File: src/rtl/ssd_pkg.sv
// Shared definitions for the seven-segment scan controller: active-low segment
// patterns {dp,g,f,e,d,c,b,a} and the hex decode helper.
package ssd_pkg;

  localparam logic [7:0] SEG_0     = 8'hC0;
  localparam logic [7:0] SEG_1     = 8'hF9;
  localparam logic [7:0] SEG_2     = 8'hA4;
  localparam logic [7:0] SEG_3     = 8'hB0;
  localparam logic [7:0] SEG_4     = 8'h99;
  localparam logic [7:0] SEG_5     = 8'h92;
  localparam logic [7:0] SEG_6     = 8'h82;
  localparam logic [7:0] SEG_7     = 8'hF8;
  localparam logic [7:0] SEG_8     = 8'h80;
  localparam logic [7:0] SEG_9     = 8'h90;
  localparam logic [7:0] SEG_A     = 8'h88;
  localparam logic [7:0] SEG_B     = 8'h83;
  localparam logic [7:0] SEG_C     = 8'hC6;
  localparam logic [7:0] SEG_D     = 8'hA1;
  localparam logic [7:0] SEG_E     = 8'h86;
  localparam logic [7:0] SEG_F     = 8'h8E;
  localparam logic [7:0] SEG_BLANK = 8'hFF;

  // dp is active-low on bit 7, so a lit point clears it
  function automatic logic [7:0] seg_decode(input logic [3:0] nibble, input logic dp);
    logic [7:0] s;
    case (nibble)
      4'h0: s = SEG_0;
      4'h1: s = SEG_1;
      4'h2: s = SEG_2;
      4'h3: s = SEG_3;
      4'h4: s = SEG_4;
      4'h5: s = SEG_5;
      4'h6: s = SEG_6;
      4'h7: s = SEG_7;
      4'h8: s = SEG_8;
      4'h9: s = SEG_9;
      4'hA: s = SEG_A;
      4'hB: s = SEG_B;
      4'hC: s = SEG_C;
      4'hD: s = SEG_D;
      4'hE: s = SEG_E;
      default: s = SEG_F;
    endcase
    seg_decode = dp ? (s & 8'h7F) : s;
  endfunction

endpackage

File: src/rtl/ssd_hex_decode.sv
// Combinational nibble + decimal point to active-low cathode byte.
module ssd_hex_decode
  import ssd_pkg::*;
(
  input  logic [3:0] nibble_i,
  input  logic       dp_i,
  output logic [7:0] seg_o
);

  assign seg_o = seg_decode(nibble_i, dp_i);

endmodule

File: src/rtl/ssd_scan_controller.sv
// Time-multiplexed common-anode scanner: frame-synchronous shadow capture,
// leading-zero suppression, anti-ghost blanking and 16-level PWM.
module ssd_scan_controller
  import ssd_pkg::*;
#(
  parameter int NUM_DIGITS     = 8,
  parameter int REFRESH_CYCLES = 10000,
  parameter int BLANK_CYCLES   = 64
) (
  input  logic                    clk,
  input  logic                    reset,
  input  logic [4*NUM_DIGITS-1:0] digits,
  input  logic [NUM_DIGITS-1:0]   digit_en,
  input  logic [NUM_DIGITS-1:0]   dp,
  input  logic                    lz_suppress,
  input  logic [3:0]              brightness,
  output logic [NUM_DIGITS-1:0]   anode,
  output logic [7:0]              cathode,
  output logic                    frame_tick
);

  localparam int SW = (REFRESH_CYCLES > 1) ? $clog2(REFRESH_CYCLES) : 1;
  localparam int DW = (NUM_DIGITS > 1) ? $clog2(NUM_DIGITS) : 1;
  localparam logic [SW-1:0] SLOT_LAST  = SW'(REFRESH_CYCLES - 1);
  localparam logic [SW-1:0] SLOT_BLANK = SW'(BLANK_CYCLES);
  localparam logic [DW-1:0] DIG_LAST   = DW'(NUM_DIGITS - 1);

  logic [SW-1:0]           slot_cnt_q, slot_cnt_d;
  logic [DW-1:0]           digit_idx_q, digit_idx_d;
  logic [3:0]              pwm_cnt_q;
  logic [4*NUM_DIGITS-1:0] sh_digits_q, sh_digits_d;
  logic [NUM_DIGITS-1:0]   sh_en_q, sh_en_d;
  logic [NUM_DIGITS-1:0]   sh_dp_q, sh_dp_d;
  logic                    sh_lz_q, sh_lz_d;
  logic [3:0]              sh_bright_q, sh_bright_d;
  logic [NUM_DIGITS-1:0]   anode_q, anode_d;
  logic [7:0]              cathode_q, cathode_d;
  logic                    tick_q;
  logic                    load;
  logic                    shown;
  logic                    zero_above;
  logic [NUM_DIGITS-1:0]   supp;
  logic [7:0]              seg;

  assign load = (digit_idx_q == '0) && (slot_cnt_q == '0);

  always_comb begin
    slot_cnt_d  = slot_cnt_q + SW'(1);
    digit_idx_d = digit_idx_q;
    if (slot_cnt_q == SLOT_LAST) begin
      slot_cnt_d  = '0;
      digit_idx_d = (digit_idx_q == DIG_LAST) ? '0 : digit_idx_q + DW'(1);
    end
  end

  // Decode uses the shadow's next value so the first slot of a frame
  // already shows the freshly captured inputs, aligned with frame_tick.
  assign sh_digits_d = load ? digits      : sh_digits_q;
  assign sh_en_d     = load ? digit_en    : sh_en_q;
  assign sh_dp_d     = load ? dp          : sh_dp_q;
  assign sh_lz_d     = load ? lz_suppress : sh_lz_q;
  assign sh_bright_d = load ? brightness  : sh_bright_q;

  always_comb begin
    zero_above = 1'b1;
    supp       = '0;
    for (int i = NUM_DIGITS - 1; i >= 1; i--) begin
      zero_above = zero_above & (sh_digits_d[4*i +: 4] == 4'h0);
      supp[i]    = sh_lz_d & zero_above;
    end
  end

  ssd_hex_decode u_dec (
    .nibble_i (sh_digits_d[4*digit_idx_q +: 4]),
    .dp_i     (sh_dp_d[digit_idx_q]),
    .seg_o    (seg)
  );

  assign shown = sh_en_d[digit_idx_q] & ~supp[digit_idx_q];

  always_comb begin
    anode_d   = '1;
    cathode_d = shown ? seg : SEG_BLANK;
    if (shown && (slot_cnt_q >= SLOT_BLANK) && (pwm_cnt_q <= sh_bright_d))
      anode_d[digit_idx_q] = 1'b0;
  end

  always_ff @(posedge clk or posedge reset) begin
    if (reset) begin
      slot_cnt_q  <= '0;
      digit_idx_q <= '0;
      pwm_cnt_q   <= '0;
      sh_digits_q <= '0;
      sh_en_q     <= '0;
      sh_dp_q     <= '0;
      sh_lz_q     <= 1'b0;
      sh_bright_q <= '0;
      anode_q     <= '1;
      cathode_q   <= SEG_BLANK;
      tick_q      <= 1'b0;
    end else begin
      slot_cnt_q  <= slot_cnt_d;
      digit_idx_q <= digit_idx_d;
      pwm_cnt_q   <= pwm_cnt_q + 4'd1;
      sh_digits_q <= sh_digits_d;
      sh_en_q     <= sh_en_d;
      sh_dp_q     <= sh_dp_d;
      sh_lz_q     <= sh_lz_d;
      sh_bright_q <= sh_bright_d;
      anode_q     <= anode_d;
      cathode_q   <= cathode_d;
      tick_q      <= load;
    end
  end

  assign anode      = anode_q;
  assign cathode    = cathode_q;
  assign frame_tick = tick_q;

endmodule

File: config.mk
export PLATFORM = sky130hd
export DESIGN_NAME = ssd_scan_controller
export DESIGN_NICKNAME = d
export VERILOG_FILES = /design/src/rtl/ssd_pkg.sv /design/src/rtl/ssd_hex_decode.sv /design/src/rtl/ssd_scan_controller.sv
export SDC_FILE = /design/constraint.sdc
export NUM_CORES = 1
export LEC_CHECK = 0
export CORE_MARGIN = 1.5
export CORE_UTILIZATION = 35
export CTS_BUF_LIST = sky130_fd_sc_hd__clkbuf_4
export CTS_CLUSTER_DIAMETER = 200
export CTS_CLUSTER_SIZE = 40
export DETAILED_ROUTE_END_ITERATION = 10
export PLACE_DENSITY = 0.66
export SYNTH_ARGS = -nofsm -noshare
export SYNTH_HDL_FRONTEND = slang
export SYNTH_SLANG_ARGS = --single-unit
File: constraint.sdc
create_clock -name clk -period 5.2 [get_ports clk]
set_input_delay 0.78 -clock clk [delete_from_list [all_inputs] [get_ports clk]]
set_output_delay 0.78 -clock clk [all_outputs]
set_load 0.03 [all_outputs]
-- Word level (Yosys, flattened, before mapping)
Memories as Yosys holds them, arrays and structs flattened.
Cells that the tools add are included.
- memory bits (writable): 0
- register bits after elaboration: 91
- bits in read-only memories: 112
- input bits: 55
- memories: 1
- bits in latches: 0
- output and inout bits: 17
- memory list (name ; depth ; width ; read ports ; clocked after memory_dff ; write ports ; RTL line ; source):
    (name not given) ; 16 ; 7 ; 1 ; 0 ; 0 ; ssd_pkg.sv:26 ; case (nibble)
- $mul: 0
- divide/modulo/power cells: 0
- add/sub/neg operators: 3
- shifts and indexed selects: 1
- $lt $le $gt $ge: 4
- reductions and logical operators: 13
- eq/ne operators: 2
- bitwise operators: 16
- multiplexer cells: 18
- operators with widths (kind ; number):
    $mux 8 ; 5
    $mux 32 ; 1
    $shiftx 32x6->4 ; 1
    $logic_not 4->1 ; 7
    $add 14x1->14 const B ; 1
    $and 1x1->1 ; 14
    $eq 14x14->1 const B ; 1
    $ge 14x7->1 const B ; 1
    $logic_not 14->1 ; 1
    $mux 14 ; 1
    $bmux 1 s3 ; 3
    $not 8->8 ; 1
    $mux 1 ; 5
    $add 4x1->4 const B ; 1
    $le 4x4->1 ; 1
    $logic_and 1x1->1 ; 4
    $lt 3x4->1 const B ; 1
    $mux 4 ; 1
    $add 3x1->3 const B ; 1
    $demux 1 s3 ; 1
    $eq 3x3->1 const B ; 1
    $ge 3x1->1 const B ; 1
    $logic_not 3->1 ; 1
    $mux 3 ; 1
    $not 1->1 ; 1

-- Longest topological paths before layout
- word-level depth: 18
- mapped depth: 21
- depth with buffers taken out: 15

-- By module
A second synthesis with hierarchy kept.
- cell total of the unflattened synthesis: 433
- area, all modules: 4652.0 um^2
- modules (own cells, without submodules) (module ; cells an instance ; area each (um^2) ; instances ; seq. area each (um^2)):
    ssd_scan_controller ; 400 ; 4372.9 ; 1 ; 2297.2
    ssd_hex_decode ; 33 ; 279.0 ; 1 ; 0.0

-- Worst setup path before layout
No wires, ideal clock.
- path type: flip-flop to flip-flop
- from: register digit_idx_q[0]
- to: register anode_q[1] (netlist: anode[1])
- setup time: 0.095 ns
- data required time: 5.105 ns
- path buffers: 7
- cell stages (with the launch flop): 21
- arrival time: 3.514 ns
- path slack: 1.591 ns
- cells stage by stage: dfrtp_1 -> buf_2 -> clkinv_1 -> ha_1 -> nor3b_1 -> nand4_4 -> buf_6 -> buf_8 -> buf_8 -> buf_6 -> clkbuf_1 -> mux2i_1 -> ha_1 -> nor2b_1 -> o21ai_0 -> nand2b_1 -> a21oi_1 -> a41o_1 -> and3_1 -> buf_2 -> nand2_1
- word-level cells in the longest chain between the ends: 18
- ends and longest elaborated chain (element ; RTL line ; source):
    from (decl) ; ssd_scan_controller.sv:29 ; logic [DW-1:0] digit_idx_q, digit_idx_d;
    from (signal assigned) ; ssd_scan_controller.sv:103 ; digit_idx_q <= digit_idx_d;
    $logic_not 3->1 ; ssd_scan_controller.sv:45 ; assign load = (digit_idx_q == '0) && (slot_cnt_q == '0);
    $logic_and 1x1->1 ; ssd_scan_controller.sv:45 ;
    $mux 32 ; ssd_scan_controller.sv:58 ; assign sh_digits_d = load ? digits : sh_digits_q;
    $logic_not 4->1 ; ssd_scan_controller.sv:68 ; zero_above = zero_above & (sh_digits_d[4*i +: 4] == 4'h0);
    $and 1x1->1 (6 in series) ; ssd_scan_controller.sv:68 ;
    $and 1x1->1 ; ssd_scan_controller.sv:69 ; supp[i] = sh_lz_d & zero_above;
    $bmux 1 s3 ; ssd_scan_controller.sv:79 ; assign shown = sh_en_d[digit_idx_q] & ~supp[digit_idx_q];
    $mux 1 (implied by the code) ; ssd_scan_controller.sv:79 ;
    $not 1->1 ; ssd_scan_controller.sv:79 ;
    $and 1x1->1 ; ssd_scan_controller.sv:79 ;
    $logic_and 1x1->1 (2 in series) ; ssd_scan_controller.sv:84 ; if (shown && (slot_cnt_q >= SLOT_BLANK) && (pwm_cnt_q <= sh_bright_d))
    $mux 8 (*) ; ssd_scan_controller.sv:84 ;
    via anode_d[1] ; ssd_scan_controller.sv:36 ; logic [NUM_DIGITS-1:0] anode_q, anode_d;
    to (signal assigned) ; ssd_scan_controller.sv:110 ; anode_q <= anode_d;
    to (decl) ; ssd_scan_controller.sv:36 ;
Mark *: on every way through the listed nets, which the timed path passes. The rest lies on a longest branch. The select of a mux whose other input is x is not followed.
A chain may end at the register's enable or synchronous reset.

-- Final worst setup path
- from: register digit_idx_q[1]
- to: register cathode_q[4] (netlist: cathode[4])
- RTL lines (element ; RTL line ; source):
    $logic_not 3->1 ; ssd_scan_controller.sv:45 ;
    $logic_and 1x1->1 ; ssd_scan_controller.sv:45 ;
    $mux 32 ; ssd_scan_controller.sv:58 ;
    via sh_digits_d[1] ; ssd_scan_controller.sv:31 ; logic [4*NUM_DIGITS-1:0] sh_digits_q, sh_digits_d;
    $shiftx 32x6->4 ; ssd_scan_controller.sv:74 ; .nibble_i (sh_digits_d[4*digit_idx_q +: 4]),
    $mem_v2 16x7 ; -- ;
    $mux 8 ; ssd_pkg.sv:44 ; seg_decode = dp ? (s & 8'h7F) : s;
    $mux 8 ; ssd_scan_controller.sv:83 ; cathode_d = shown ? seg : SEG_BLANK;
    via cathode_d[4] ; ssd_scan_controller.sv:37 ; logic [7:0] cathode_q, cathode_d;
    to (signal assigned) ; ssd_scan_controller.sv:111 ; cathode_q <= cathode_d;
    to (decl) ; ssd_scan_controller.sv:37 ;
The timed path passes the listed nets, and every way through them passes these cells. The select of a mux whose other input is x is not followed.

==> flow_metrics.tcl <==
set metrics [dict create \
    status "complete, no violations" \
    cts_setup_buffers 0 \
    power_leakage_nw 2.41 \
    syn_to_final_growth_pct 21.8 \
    diodes 0 \
    grt_pass1_wl_um 17000 \
    grt.overflow.total 0 \
    synth_top_cell_by_area "dfrtp_1" \
    drc 0 \
    syn_area_mm2 0.00453 \
    grt_setup_unrepaired "false" \
    critPathTopFamily "simple AND/OR/NAND/NOR gates" \
    ios 72 \
    final-setup-viol-count 0 \
    ant_nets 0 \
    placed_cells 657 \
    cts_made_buffers 9 \
    synth_top_area_share_pct 41.5 \
    grt_use_total_pct 16.5 \
    ctsResizeCount 0 \
    p_per_area_mw_per_mm2 240 \
    worst_slew_pin_slew_ns 0.860 \
    irDropWorstVdd_uv 98.6 \
    start_kind "register" \
    path_cells "inv_1 > ha_1 > nor3b_1 > nand4_4 > buf_4 > mux2_2 > a222oi_1 > nand3_1 > inv_1 > ha_1 > o21ai_0 > o221ai_1" \
    tns_ns 0 \
    ff_latch_area_mm2 0.00230 \
    n_fill_cell 1244 \
    hold_violations 0 \
    synth_cells 430 \
    period_needed_ns 4.46 \
    slew_headroom_pct 42.4 \
    yosysSeqAreaShare_pct 50.7 \
    cts_root_buf "clkbuf_4" \
    finish.instance_area_mm2 0.00551 \
    synth.avg_cell_area_um2 10.5 \
    synthTopCellsByCount "nand2_1 (95), dfrtp_1 (75), nor2_1 (28), mux2_2 (23)" \
    hpwl_um 8020 \
    drt_iter0_drc 233 \
    grt_start_max_net_pins 47 \
    path_clk_slew_ns 0.15 \
    cts_hold_buf 0 \
    coreArea_mm2 0.0126 \
    maxSlewViolCount 0 \
    syn_nets 501 \
    numClockSinks 91 \
    synth_most_common_cell "nand2_1" \
    gp_congestion 0.917 \
    crit_buf_inv 3 \
    utilization_pct 43.7 \
    h-tree-depth 3 \
    vias_per_cell 5.08 \
    die_width_um 117 \
    cts.path.max_buffers 2 \
    max_stage_delay_ns 0.61 \
    netlist-cell-type-count 56 \
    synth.yosys.warnings 0 \
    nNetsFinal 567 \
    die_area_mm2 0.0136 \
    antenna_found_initial 0 \
    grt_pass1_vias 3364 \
    portBuffers 71 \
    power_mw 1.32 \
    wl_per_cell_um 15.7 \
    wl_um 10600 \
    cp_slowest_cell "dfrtp_1" \
    synthArstFlopShare_pct 100 \
    drive_gt1_share_pct 13.4 \
    ys.flop_type "dfrtp_1" \
    placed_cell_area_mm2 0.00536 \
    required_ns 5.57 \
    critical_path.endpoint_type "register" \
    synth_edf_count 0 \
    worstHoldPathType "register to register" \
    min_period_over_period_pct 85.7 \
    clock_latency_ns 0.47 \
    crit_fanout 42 \
    synthTopCellsByArea "dfrtp_1 (41%), dfstp_2 (9.3%), nand2_1 (7.9%)" \
    cts_tree "done" \
    start_util_pct 35.9 \
    critPathArrivalTime_ns 4.83 \
    dr.pass1.iters 4 \
    std_cell_rows 41 \
    fin_skew_ns 0.0269 \
    path_class "register to register" \
    vias 3422 \
    cap_violations 0 \
    die_h_um 117 \
    multi_input_area_mm2 0.00205 \
    layout.cells.non_filler 673 \
    max_freq_mhz 224 \
    ys_ff_latch 91 \
]
==> metal layers <==
layer | GRT usage [%] | part of all wire [%] | wire length [um]
met1 | 22.9 | 46 | 4850
met2 | 25.8 | 46 | 4920
met3 | 3.01 | 5.4 | 573
met4 | 6.18 | 2.3 | 248
met5 | 0 | 0 | 0
==> cell families (layout without fill, tap and decap cells) <==
family                   Yosys count  after routing  share of synthesized area, %
AO/OA/AOI/OAI                     51             51                          8.18
flip-flops                        91             91                          50.7
multiplexers                      41             41                          10.5
AND/OR/NAND/NOR                  181            181                          19.3
adder cells (fa/ha/maj)           16             16                          4.42
XOR/XNOR                          14             14                          2.71
buffers and inverters             36            107                          4.06
==> stage by stage <==
stage / hold slack (ns) / setup slack [ns]
6_report: 0.489 / 0.742
5_1_grt: 0.514 / 0.285
4_1_cts: 0.495 / 0.808
3_5_place_dp: 0.463 / 0.842
3_3_place_gp: 0.454 / 1.07
2_1_floorplan: 0.435 / 1.59
==> path summary, 6_finish.rpt <==
path,cells after the start,slack [ns],endpoint,start
min in group asynchronous,2,0.75,frame_tick,reset
max reg2reg,12,0.74,cathode[4],digit_idx_q[1]
max,12,0.74,cathode[4],digit_idx_q[1]
min reg2reg,2,0.49,sh_dp_q[2],sh_dp_q[2]
min,2,0.49,sh_dp_q[2],sh_dp_q[2]
max in group asynchronous,3,3.36,cathode[1],reset
==> registers in the layout, indices dropped and copies added, names as in the netlist <==
name	cells
sh_en_q	8
frame_tick	1
pwm_cnt_q	4
cathode	8
sh_bright_q	4
sh_lz_q	1
sh_digits_q	32
digit_idx_q	3
anode	8
sh_dp_q	8
slot_cnt_q	14
==> tightest hold or removal path, delay by kind of cell, from the launching register on <==
family / cells / cell delay [ns]
and+or+nand+nor: 2 / 0.10
DFF: 1 / 0.35
==> final cells by class <==
type,instances,area share [%]
clock buffers,9,1.23
clock inverters,7,1.63
inverters,17,1.18
multi-input cells,303,37.1
flip-flops and latches,91,41.7
well taps,172,3.90
repair buffers,74,13.3
==> cells in the final DEF (no fill, tap or decap), types with 2 or more instances in the layout <==
| master | count |
|---|---|
| clkinv_2 | 2 |
| clkdlybuf4s50_1 | 71 |
| ha_1 | 16 |
| o22ai_1 | 10 |
| o211ai_1 | 3 |
| clkinv_1 | 4 |
| o2bb2ai_1 | 3 |
| nor4_1 | 9 |
| o21ai_0 | 9 |
| o221ai_1 | 4 |
| mux4_2 | 2 |
| mux2_2 | 23 |
| a22oi_1 | 3 |
| a22o_1 | 2 |
| dfstp_2 | 16 |
| or4_1 | 3 |
| buf_4 | 3 |
| nand4_1 | 3 |
| mux2_1 | 2 |
| bufinv_16 | 2 |
| mux2i_1 | 12 |
| clkbuf_4 | 9 |
| dfrtp_1 | 75 |
| nor4_4 | 2 |
| nor3b_1 | 4 |
| xor2_1 | 7 |
| nor2_1 | 28 |
| nor2b_1 | 2 |
| and3_1 | 5 |
| mux2_4 | 2 |
| nand2_1 | 95 |
| xnor2_1 | 7 |
| a21oi_1 | 3 |
| inv_1 | 14 |
| nor3_1 | 6 |
| a211oi_1 | 2 |
| nand2b_1 | 2 |
| nand3_1 | 15 |
==> power breakdown <==
group	switching [mW]	internal (mW)
sequential	0.0108	0.737
clock	0.240	0.194
combinational	0.0700	0.0707
(Power assumes the default switching activity.)
